`src/rtl/core_apb_bridge.sv`:
```
`default_nettype none
// ============================================================================
// Module   : core_apb_bridge
// Purpose  : Single-outstanding APB4 initiator. Turns valid/ready requests
//            from the core load/store unit into APB SETUP/ACCESS sequences
//            and returns one response per request. A wait-state timeout
//            aborts transfers whose completer never raises pready.
// Ports    : clk, rst             - clock, asynchronous active-high reset
//            req_*                - request channel (valid/ready)
//            resp_*               - response channel (valid/ready)
//            psel .. pwdata       - registered APB master outputs
//            prdata, pslverr,
//            pready               - APB completer responses
// Revision : 1.0 - initial release
// ============================================================================
module core_apb_bridge #(
    parameter int ADDR_WIDTH = 32,
    parameter int TIMEOUT    = 255
) (
    input  logic                  clk,
    input  logic                  rst,
    // request channel
    input  logic                  req_valid,
    output logic                  req_ready,
    input  logic [ADDR_WIDTH-1:0] req_addr,
    input  logic                  req_write,
    input  logic [31:0]           req_wdata,
    input  logic [3:0]            req_strb,
    input  logic [2:0]            req_prot,
    // response channel
    output logic                  resp_valid,
    input  logic                  resp_ready,
    output logic [31:0]           resp_rdata,
    output logic                  resp_err,
    // APB master
    output logic                  psel,
    output logic                  penable,
    output logic [ADDR_WIDTH-1:0] paddr,
    output logic                  pwrite,
    output logic [3:0]            pstrb,
    output logic [2:0]            pprot,
    output logic [31:0]           pwdata,
    input  logic [31:0]           prdata,
    input  logic                  pslverr,
    input  logic                  pready
);

    // Wait counter is at least one bit wide even when the timeout is disabled.
    localparam int c_cnt_w = (TIMEOUT > 0) ? $clog2(TIMEOUT + 1) : 1;
    localparam logic [c_cnt_w-1:0] c_to_last =
        (TIMEOUT > 0) ? c_cnt_w'(TIMEOUT - 1) : '0;

    localparam logic [1:0] c_st_idle   = 2'd0;
    localparam logic [1:0] c_st_setup  = 2'd1;
    localparam logic [1:0] c_st_access = 2'd2;
    localparam logic [1:0] c_st_resp   = 2'd3;

    logic [1:0]            r_state;
    logic [c_cnt_w-1:0]    r_cnt;
    logic                  r_psel;
    logic                  r_penable;
    logic [ADDR_WIDTH-1:0] r_paddr;
    logic                  r_pwrite;
    logic [3:0]            r_pstrb;
    logic [2:0]            r_pprot;
    logic [31:0]           r_pwdata;
    logic                  r_resp_valid;
    logic [31:0]           r_resp_rdata;
    logic                  r_resp_err;
    logic                  w_timeout_hit;

    // Last permitted wait cycle; pready is checked first so it wins a tie.
    assign w_timeout_hit = (TIMEOUT != 0) && (r_cnt == c_to_last);

    always_ff @(posedge clk or posedge rst) begin
        if (rst) begin
            r_state      <= c_st_idle;
            r_cnt        <= '0;
            r_psel       <= 1'b0;
            r_penable    <= 1'b0;
            r_paddr      <= '0;
            r_pwrite     <= 1'b0;
            r_pstrb      <= 4'h0;
            r_pprot      <= 3'h0;
            r_pwdata     <= 32'h0;
            r_resp_valid <= 1'b0;
            r_resp_rdata <= 32'h0;
            r_resp_err   <= 1'b0;
        end else begin
            case (r_state)
                c_st_idle: begin
                    if (req_valid) begin
                        r_paddr   <= req_addr;
                        r_pwrite  <= req_write;
                        r_pwdata  <= req_wdata;
                        r_pprot   <= req_prot;
                        // Reads never carry strobes on APB4.
                        r_pstrb   <= req_write ? req_strb : 4'h0;
                        r_psel    <= 1'b1;
                        r_penable <= 1'b0;
                        r_state   <= c_st_setup;
                    end
                end
                c_st_setup: begin
                    r_penable <= 1'b1;
                    r_cnt     <= '0;
                    r_state   <= c_st_access;
                end
                c_st_access: begin
                    if (pready) begin
                        r_resp_err   <= pslverr;
                        r_resp_rdata <= r_pwrite ? 32'h0 : prdata;
                        r_resp_valid <= 1'b1;
                        r_psel       <= 1'b0;
                        r_penable    <= 1'b0;
                        r_state      <= c_st_resp;
                    end else if (w_timeout_hit) begin
                        r_resp_err   <= 1'b1;
                        r_resp_rdata <= 32'h0;
                        r_resp_valid <= 1'b1;
                        r_psel       <= 1'b0;
                        r_penable    <= 1'b0;
                        r_state      <= c_st_resp;
                    end else begin
                        r_cnt <= r_cnt + 1'b1;
                    end
                end
                c_st_resp: begin
                    if (resp_ready) begin
                        r_resp_valid <= 1'b0;
                        r_state      <= c_st_idle;
                    end
                end
                default: begin
                    r_psel    <= 1'b0;
                    r_penable <= 1'b0;
                    r_state   <= c_st_idle;
                end
            endcase
        end
    end

    assign req_ready  = (r_state == c_st_idle);
    assign resp_valid = r_resp_valid;
    assign resp_rdata = r_resp_rdata;
    assign resp_err   = r_resp_err;
    assign psel       = r_psel;
    assign penable    = r_penable;
    assign paddr      = r_paddr;
    assign pwrite     = r_pwrite;
    assign pstrb      = r_pstrb;
    assign pprot      = r_pprot;
    assign pwdata     = r_pwdata;

endmodule
`default_nettype wire
```
`config.mk`:
```
export PLATFORM = sky130hd
export DESIGN_NAME = core_apb_bridge
export DESIGN_NICKNAME = d
export VERILOG_FILES = /design/src/rtl/core_apb_bridge.sv
export SDC_FILE = /design/constraint.sdc
export NUM_CORES = 1
export LEC_CHECK = 0
export ABC_AREA = 1
export ABC_CLOCK_PERIOD_IN_PS = 6400
export CORE_MARGIN = 3
export CORE_UTILIZATION = 40
export CTS_CLUSTER_DIAMETER = 50
export DETAILED_ROUTE_END_ITERATION = 6
export PLACE_DENSITY_LB_ADDON = 0.2
export RECOVER_POWER = 25
export SLEW_MARGIN = 20
export SYNTH_ARGS = -nofsm -noshare
export SYNTH_HDL_FRONTEND = slang
export SYNTH_SLANG_ARGS = --single-unit
```
`constraint.sdc`:
```
create_clock -name clk -period 6.4 [get_ports clk]
set_input_delay 1.92 -clock clk [delete_from_list [all_inputs] [get_ports clk]]
set_output_delay 1.92 -clock clk [all_outputs]
set_load 0.005 [all_outputs]
```
==> results of run 1 <==
worst paths after layout:
path / start / to / slack (ns) / depth (start not counted)
setup reg to reg: r_state[0] / pwrite / 3.47 / 6
min in group asynchronous: rst / resp_rdata[15] / 2.92 / 2
hold / removal: resp_rdata[19] / resp_rdata[19] / 0.47 / 2
hold reg to reg: resp_rdata[19] / resp_rdata[19] / 0.47 / 2
max in group clk: req_valid / pwrite / 2.33 / 5
setup / recovery: rst / resp_rdata[26] / 1.70 / 3
metrics by stage:
step | hold slack [ns] | utilization | std cells | total power, mW | setup WS, ns
2_1_floorplan | 0.464 | - | 562 | 1.85 | 1.35
3_3_place_gp | 0.454 | 0.610 | 900 | 2.69 | 2.28
3_5_place_dp | 0.459 | 0.610 | 900 | 2.73 | 2.26
4_1_cts | 0.471 | 0.667 | 932 | 3.84 | 2.68
5_1_grt | 0.491 | 0.665 | 932 | 4.05 | 1.05
6_report | 0.468 | 0.665 | 932 | 3.79 | 1.70
routing by layer:
layer  up-vias  GRT usage
li1       2156          -
met5         -          0
met1      2048      0.240
met3        19      0.104
met2       184      0.338
met4         0     0.0856
state kept, by name, summed over array words and instances, names as in the netlist:
| name | cells |
|---|---|
| paddr | 32 |
| pwdata | 32 |
| resp_rdata | 32 |
| r_cnt | 8 |
| pstrb | 4 |
| pprot | 3 |
| r_state | 2 |
| penable | 1 |
| psel | 1 |
| pwrite | 1 |
| resp_err | 1 |
| resp_valid | 1 |
logic make-up (layout without fill, tap and decap cells):
kind of cell | after synthesis | count (layout) | synth area share
simple gates | 378 | 378 | 0.314
fa+ha+maj | 8 | 8 | 0.0204
flops | 118 | 118 | 0.603
compound gates | 11 | 11 | 0.0146
buf+inv | 45 | 272 | 0.0447
xor+xnor | 2 | 2 | 0.00357
worst max-delay path: stages:
cell and delay, ns:
clkdlybuf4s50_1 0.39, inv_1 2.13, buf_4 0.70
where the power goes:
part / leakage [nW] / internal, mW / switching, mW / total (mW)
Sequential: 1.49 / 1.08 / 0.197 / 1.28
Clock: 0.331 / 0.759 / 0.320 / 1.08
Combinational: 2.06 / 0.793 / 0.639 / 1.43
Total: 3.88 / 2.63 / 1.16 / 3.79
area by class of cell:
cell class,count,area [µm²]
tap,143,179
clock buffer,23,478
timing repair buffer,220,2200
multi-input combinational,399,1710
clock inverter,9,195
sequential,118,2950
fill,976,3920
inverter,20,76.3
cells in the final DEF (no fill, tap or decap):
cell	count
nand2_2	4
o21ai_0	6
nand3_1	46
buf_4	2
bufinv_16	6
nor2_4	1
xnor2_1	1
xor2_1	1
clkbuf_8	3
o21ai_1	2
a21oi_4	1
inv_1	18
nor3_1	1
o21bai_1	1
nor2_2	1
inv_2	1
clkbuf_16	17
nand4_1	3
ha_1	8
or2_2	1
clkdlybuf4s50_1	217
clkbuf_1	3
nand2_1	312
o211ai_1	1
nand2_4	2
clkinv_2	4
dlygate4sd3_1	1
dfrtp_1	118
nor2_1	7
==> impl_metrics.tcl, run 1 <==
set metrics [dict create \
    status "complete, but fails checks" \
    violations "capacitance limit, slew limit" \
    synth_flop_cell "dfrtp_1" \
    final_antenna_net_count 0 \
    path_max_fanout 82 \
    cts_resized 0 \
    area_growth_pct 58.9 \
    finalCritPeriodShare 0.734 \
    synth.distinct_cells 26 \
    grt_overflow_total 0 \
    drt_first_pass_iters 4 \
    crit_required_ns 6.93 \
    cts_root_buffer "clkbuf_16" \
    endpoint_kind "asynchronous set/reset pin" \
    cts_buffers 17 \
    grt_max_degree 83 \
    insertion_delay_ns 0.40 \
    die_height_um 117 \
    wl_met1_um 5650 \
    path_class "in2async" \
    dpl.hpwl_um 9800 \
    yosysMostFrequentCell "nand2_1" \
    ir_worst_vdd_v 0.000255 \
    async_flop_share 1.00 \
    finalSetupTns_ns 0 \
    met2_length_um 6700 \
    synth_fp_nets 680 \
    yosys.area.top_type_share 0.603 \
    drt_iter0_drc 169 \
    rows 39 \
    grt_pass1_wl_um 22100 \
    start_util 0.418 \
    yosysSeqAreaShare 0.603 \
    drive_above_1_share 0.0545 \
    path_clk_slew_ns 0.05 \
    ios 219 \
    placed_area_mm2 0.00714 \
    syn_inst 562 \
    final_net_count 894 \
    die-area_mm2 0.0136 \
    ys_warn_count 0 \
    antenna_found_initial 0 \
    coreArea_mm2 0.0117 \
    numClockSinks 118 \
    grt_pass1_vias 4636 \
    worstHoldPathType "reg2reg" \
    start_kind "primary input" \
    cts_hold_buf 0 \
    wl_per_cell_um 15.1 \
    drv_cap 1 \
    io_buffers 218 \
    place_congestion 0.777 \
    drv_slew 83 \
    cts_tree "done" \
    final_area_mm2 0.00779 \
    p_per_area_mw_per_mm2 487 \
    max_freq_mhz 213 \
    p_leak_nw 3.88 \
    skew_ns 0.00595 \
    synth_edf_count 0 \
    wl_um 14000 \
    wl_met3_um 1440 \
    synthTopCellsByArea "dfrtp_1 60%, nand2_1 24%, nand3_1 4.6%" \
    topRoutingLayerUsed "met4" \
    synth_commonest_cells "312 x nand2_1, 118 x dfrtp_1, 45 x nand3_1" \
    tightest_slew_ns 3.05 \
    relSlewSlack -1.04 \
    yosys.area.top_type "dfrtp_1" \
    antenna_cells 0 \
    ys_ff_latch 118 \
    post-cts-setup-buffers 0 \
    max-clock-path-buffers 2 \
    avgSynthCellArea_um2 8.72 \
    crit_arrival_ns 5.23 \
    grt_usage 0.211 \
    fin_crit_ns 4.70 \
    rsz0062_at_grt "no" \
    viasPerCell 4.73 \
    setup_viol 0 \
    die_width_um 117 \
    netlist_area_mm2 0.00490 \
    drc 0 \
    final-hold-violation-count 0 \
    dr_total_vias 4407 \
    htreeDepth 4 \
]
(Power assumes the default switching activity.)
==> run 2: changes to the inputs <==
--- a/config.mk
+++ b/config.mk
@@ -6,7 +6,7 @@
 export NUM_CORES = 1
 export LEC_CHECK = 0
 export ABC_AREA = 1
-export ABC_CLOCK_PERIOD_IN_PS = 6400
+export ABC_CLOCK_PERIOD_IN_PS = 4600
 export CORE_MARGIN = 3
 export CORE_UTILIZATION = 40
 export CTS_CLUSTER_DIAMETER = 50
==> constraint.sdc (replaced) <==
create_clock -name clk -period 4.6 [get_ports clk]
set_input_delay 1.38 -clock clk [delete_from_list [all_inputs] [get_ports clk]]
set_output_delay 1.38 -clock clk [all_outputs]
set_load 0.005 [all_outputs]
==> run 2 against run 1 <==
Against the previous run:
- cell count is the same
- flip-flop and latch count is the same
- largest cell class unchanged
- register-to-register slack lost 0.97 ns
- critical path type is now reg2out
- first-iteration DRC count grew 15%
- the run still ends with capacitance limit, slew limit left
- worst hold slack lost 0.0039 ns
- highest routed layer unchanged
- non-clock buffer count is the same
- die area is the same
- clock skew is essentially flat
- routed wire length shrank 0.43%
- sequential power grew 39%
- largest power group unchanged
==> impl_metrics.tcl, run 2 (synthesis gave the netlist of run 1 again) <==
set metrics [dict create \
    worstHoldPathType "reg2reg" \
    p_per_area_mw_per_mm2 657 \
    drv_slew 45 \
    crit_arrival_ns 1.77 \
    grt_max_degree 76 \
    start_kind "flop" \
    die-area_mm2 0.0136 \
    drt_iter0_drc 195 \
    start_util 0.418 \
    coreArea_mm2 0.0117 \
    drc 0 \
    wl_per_cell_um 15.0 \
    cts_resized 0 \
    relSlewSlack -0.371 \
    die_width_um 117 \
    fin_crit_ns 3.15 \
    p_leak_nw 3.84 \
    place_congestion 0.781 \
    tightest_slew_ns 2.05 \
    final_net_count 894 \
    max_freq_mhz 317 \
    drv_cap 1 \
    drive_above_1_share 0.0545 \
    viasPerCell 4.76 \
    path_class "reg2out" \
    final-hold-violation-count 0 \
    wl_um 14000 \
    seqPwrFrac 0.351 \
    ios 219 \
    post-route-util 0.659 \
    finalPower_mw 5.07 \
    finalSetupTns_ns 0 \
    path_max_fanout 5 \
    insertion_delay_ns 0.40 \
    swShare 0.314 \
    area_growth_pct 57.5 \
    htreeDepth 4 \
    final_area_mm2 0.00772 \
    post-cts-setup-buffers 0 \
    grt_pass1_wl_um 22300 \
    cts_buffers 17 \
    ir_worst_vdd_v 0.000322 \
    antenna_cells 0 \
    grt_overflow_total 0 \
    rsz0062_at_grt "no" \
    placed_area_mm2 0.00715 \
    numClockSinks 118 \
    die_height_um 117 \
    cts_tree "done" \
    clockPowerShare 0.258 \
    antenna_found_initial 0 \
    grt_pass1_vias 4537 \
    max-clock-path-buffers 2 \
    drt_first_pass_iters 5 \
    endpoint_kind "primary output" \
    finalCritPeriodShare 0.685 \
    cts_root_buffer "clkbuf_16" \
    skew_ns 0.00578 \
    layout_common_cells "313 x nand2_1, 216 x clkdlybuf4s50_1, 118 x dfrtp_1, 46 x nand3_1" \
    dpl.hpwl_um 9760 \
    cts_hold_buf 0 \
    final_antenna_net_count 0 \
    intPower_mw 3.48 \
    status "complete, but fails checks" \
    combPwrFrac 0.391 \
    mostFrequentLayoutCell "nand2_1" \
    violations "capacitance limit, slew limit" \
    setup_viol 0 \
    grt_usage 0.210 \
    dr_total_vias 4436 \
    io_buffers 218 \
    path_clk_slew_ns 0.05 \
    switchingPower_mw 1.59 \
    rows 39 \
    crit_required_ns 3.22 \
]
## run 2: power groups by stage
stage	clock network [mW]	logic (mW)	registers, mW
4_1_cts	1.34	2.03	1.78
2_1_floorplan	0	0.781	1.80
5_1_grt	1.39	2.22	1.84
6_report	1.31	1.99	1.78
3_3_place_gp	0	1.98	1.76
3_5_place_dp	0	2.03	1.78
## run 2: area by class of cell
cell class                 instances  area (µm²)
sequential                       118        2950
clock inverter                    10         128
fill                             957        3990
multi-input combinational        399        1710
tap                              143         179
inverter                          20        77.6
clock buffer                      22         464
timing repair buffer             220        2210
## run 2: routing by layer
| layer | global-route usage | up-vias | part of all wire |
|---|---|---|---|
| li1 | - | 2164 | - |
| met1 | 0.258 | 2083 | 0.41 |
| met2 | 0.339 | 178 | 0.48 |
| met3 | 0.0902 | 11 | 0.10 |
| met4 | 0.0619 | 0 | 0.0089 |
| met5 | 0 | - | 0 |
## run 2: worst max-delay path, stage by stage (launching register included)
cell and delay (ns):
dfrtp_1 0.44, inv_1 0.13, ha_1 0.26, clkdlybuf4s50_1 0.54
## run 2: path summary, 6_finish.rpt
| check | from | to | slack, ns | cells past startpoint |
|---|---|---|---|---|
| max in group asynchronous | rst | r_cnt[7] | 1.51 | 3 |
| worst min register to register | resp_rdata[7] | resp_rdata[7] | 0.46 | 2 |
| worst min-delay path | resp_rdata[7] | resp_rdata[7] | 0.46 | 2 |
| min in group asynchronous | rst | resp_rdata[8] | 1.97 | 2 |
| worst max-delay path | r_state[1] | req_ready | 1.45 | 3 |
| worst max register to register | r_state[0] | pwrite | 2.50 | 5 |
## run 2: metrics by stage
| step | hold slack [ns] | setup WS, ns | instances |
|---|---|---|---|
| after floorplan | 0.464 | 0.0909 | 562 |
| after global placement | 0.453 | 1.52 | 900 |
| after detailed placement | 0.459 | 1.51 | 900 |
| after CTS | 0.471 | 1.42 | 932 |
| after global routing | 0.491 | 1.20 | 932 |
| final | 0.465 | 1.45 | 932 |
==> run 3: changes to the inputs <==
--- a/config.mk
+++ b/config.mk
@@ -6,9 +6,9 @@
 export NUM_CORES = 1
 export LEC_CHECK = 0
 export ABC_AREA = 1
-export ABC_CLOCK_PERIOD_IN_PS = 4600
+export ABC_CLOCK_PERIOD_IN_PS = 2860
 export CORE_MARGIN = 3
-export CORE_UTILIZATION = 40
+export CORE_UTILIZATION = 38
 export CTS_CLUSTER_DIAMETER = 50
 export DETAILED_ROUTE_END_ITERATION = 6
 export PLACE_DENSITY_LB_ADDON = 0.2
==> constraint.sdc (replaced) <==
create_clock -name clk -period 2.86 [get_ports clk]
set_input_delay 0.858 -clock clk [delete_from_list [all_inputs] [get_ports clk]]
set_output_delay 0.858 -clock clk [all_outputs]
set_load 0.005 [all_outputs]
==> run 3 against run 2 <==
Against the previous run:
- global-route usage about the same
- sequential power grew 61%
- the run now ends clean
- clock power is 73% higher
==> impl_metrics.tcl, run 3 (synthesis gave the netlist of run 1 again) <==
set metrics [dict create \
    max-clock-path-buffers 2 \
    max_freq_mhz 385 \
    htreeDepth 4 \
    wl_um 14500 \
    fillers 1043 \
    start_kind "flop" \
    place_congestion 0.786 \
    final_antenna_net_count 0 \
    finalCritPeriodShare 0.908 \
    numClockSinks 118 \
    path_clk_slew_ns 0.06 \
    p_per_area_mw_per_mm2 1070 \
    crit_arrival_ns 1.74 \
    rsz0062_at_grt "no" \
    ios 219 \
    dpl.hpwl_um 10400 \
    viasPerCell 4.65 \
    antenna_found_initial 0 \
    skew_ns 0.00575 \
    grt_max_degree 54 \
    area_growth_pct 60.1 \
    drt_iter0_drc 198 \
    path_class "reg2out" \
    worstHoldPathType "reg2reg" \
    drc 0 \
    setup_viol 0 \
    drive_above_1_share 0.0655 \
    rows 40 \
    layout_common_cells "311 x nand2_1, 217 x clkdlybuf4s50_1, 118 x dfrtp_1, 46 x nand3_1, 17 x clkbuf_16" \
    cts_tree "done" \
    cts_hold_buf 0 \
    p_leak_nw 3.88 \
    cts_resized 0 \
    placed_area_mm2 0.00723 \
    grt_pass1_wl_um 23800 \
    post-route-util 0.637 \
    final_net_count 899 \
    tightest_slew_ns 1.09 \
    drv_cap 0 \
    final_area_mm2 0.00785 \
    coreArea_mm2 0.0123 \
    grt_pass1_vias 4667 \
    fin_crit_ns 2.60 \
    multi_input_area_mm2 0.00172 \
    crit_required_ns 2.00 \
    antenna_cells 0 \
    insertion_delay_ns 0.40 \
    wl_per_cell_um 15.1 \
    ir_worst_vdd_v 0.000468 \
    die-area_mm2 0.0143 \
    cts_buffers 17 \
    final-hold-violation-count 0 \
    die_width_um 120 \
    mostFrequentLayoutCell "nand2_1" \
    finalSetupTns_ns 0 \
    dr_total_vias 4469 \
    grt_usage 0.210 \
    endpoint_kind "primary output" \
    die_height_um 120 \
    drt_first_pass_iters 4 \
    post-cts-setup-buffers 0 \
    start_util 0.398 \
    grt_overflow_total 0 \
    status "completed" \
    seq_area_mm2 0.00295 \
    path_max_fanout 5 \
    io_buffers 218 \
    drv_slew 0 \
    cts_root_buffer "clkbuf_16" \
    relSlewSlack 0.266 \
]
[run 3: cell types whose count changed in the layout (fill, tap and decap cells not counted), sizes merged]
| cell | previous run | this run |
|---|---|---|
| clkinvlp | 2 | 5 |
| clkinv | 7 | 4 |
| buf | 2 | 6 |
| dlygate4sd3 | 2 | 1 |
| bufinv | 3 | 4 |
| clkdlybuf4s50 | 216 | 217 |
[run 3: final cells by class]
type                            instances  share of cell area
Tap cell                              168              0.0268
Clock inverter                         11              0.0220
Clock buffer                           21              0.0600
Multi-Input combinational cell        399               0.219
Timing Repair Buffer                  225               0.286
Inverter                               20             0.00973
Sequential cell                       118               0.376
[run 3: where the power goes]
| group | internal [mW] | switching (mW) | total [mW] | leakage [nW] |
|---|---|---|---|---|
| Clock | 1.53 | 0.741 | 2.27 | 0.302 |
| Sequential | 2.42 | 0.437 | 2.86 | 1.49 |
| Combinational | 1.79 | 1.46 | 3.25 | 2.08 |
[run 3: through the flow]
stage	hold WS, ns	total power [mW]	cells	worst slack (ns)
after CTS	0.471	8.50	962	0.249
after global placement	0.452	6.04	930	0.621
after detailed placement	0.457	6.16	930	0.647
after floorplan	0.464	4.15	562	0.561
after global routing	0.479	8.96	962	0.186
final	0.467	8.38	962	0.264
[run 3: worst max-delay path: stages, from the launching register on]
cell	delay (ns)
dfrtp_1	0.43
inv_1	0.12
ha_1	0.25
clkdlybuf4s50_1	0.54
[run 3: path summary, 6_finish.rpt]
check / slack (ns) / endpoint / cells past startpoint / start
max in group asynchronous: 0.55 / pwdata[8] / 3 / rst
worst max register to register: 0.84 / r_cnt[0] / 6 / r_state[0]
min in group asynchronous: 1.12 / resp_rdata[10] / 2 / rst
worst max-delay path: 0.26 / req_ready / 3 / r_state[1]
worst min-delay path: 0.47 / resp_rdata[20] / 2 / resp_rdata[20]
worst min register to register: 0.47 / resp_rdata[20] / 2 / resp_rdata[20]
[run 3: metal layers]
layer,part of all wire,GRT usage
met1,0.38,0.240
met5,0,0
met4,0.016,0.0694
met2,0.49,0.349
met3,0.11,0.0980
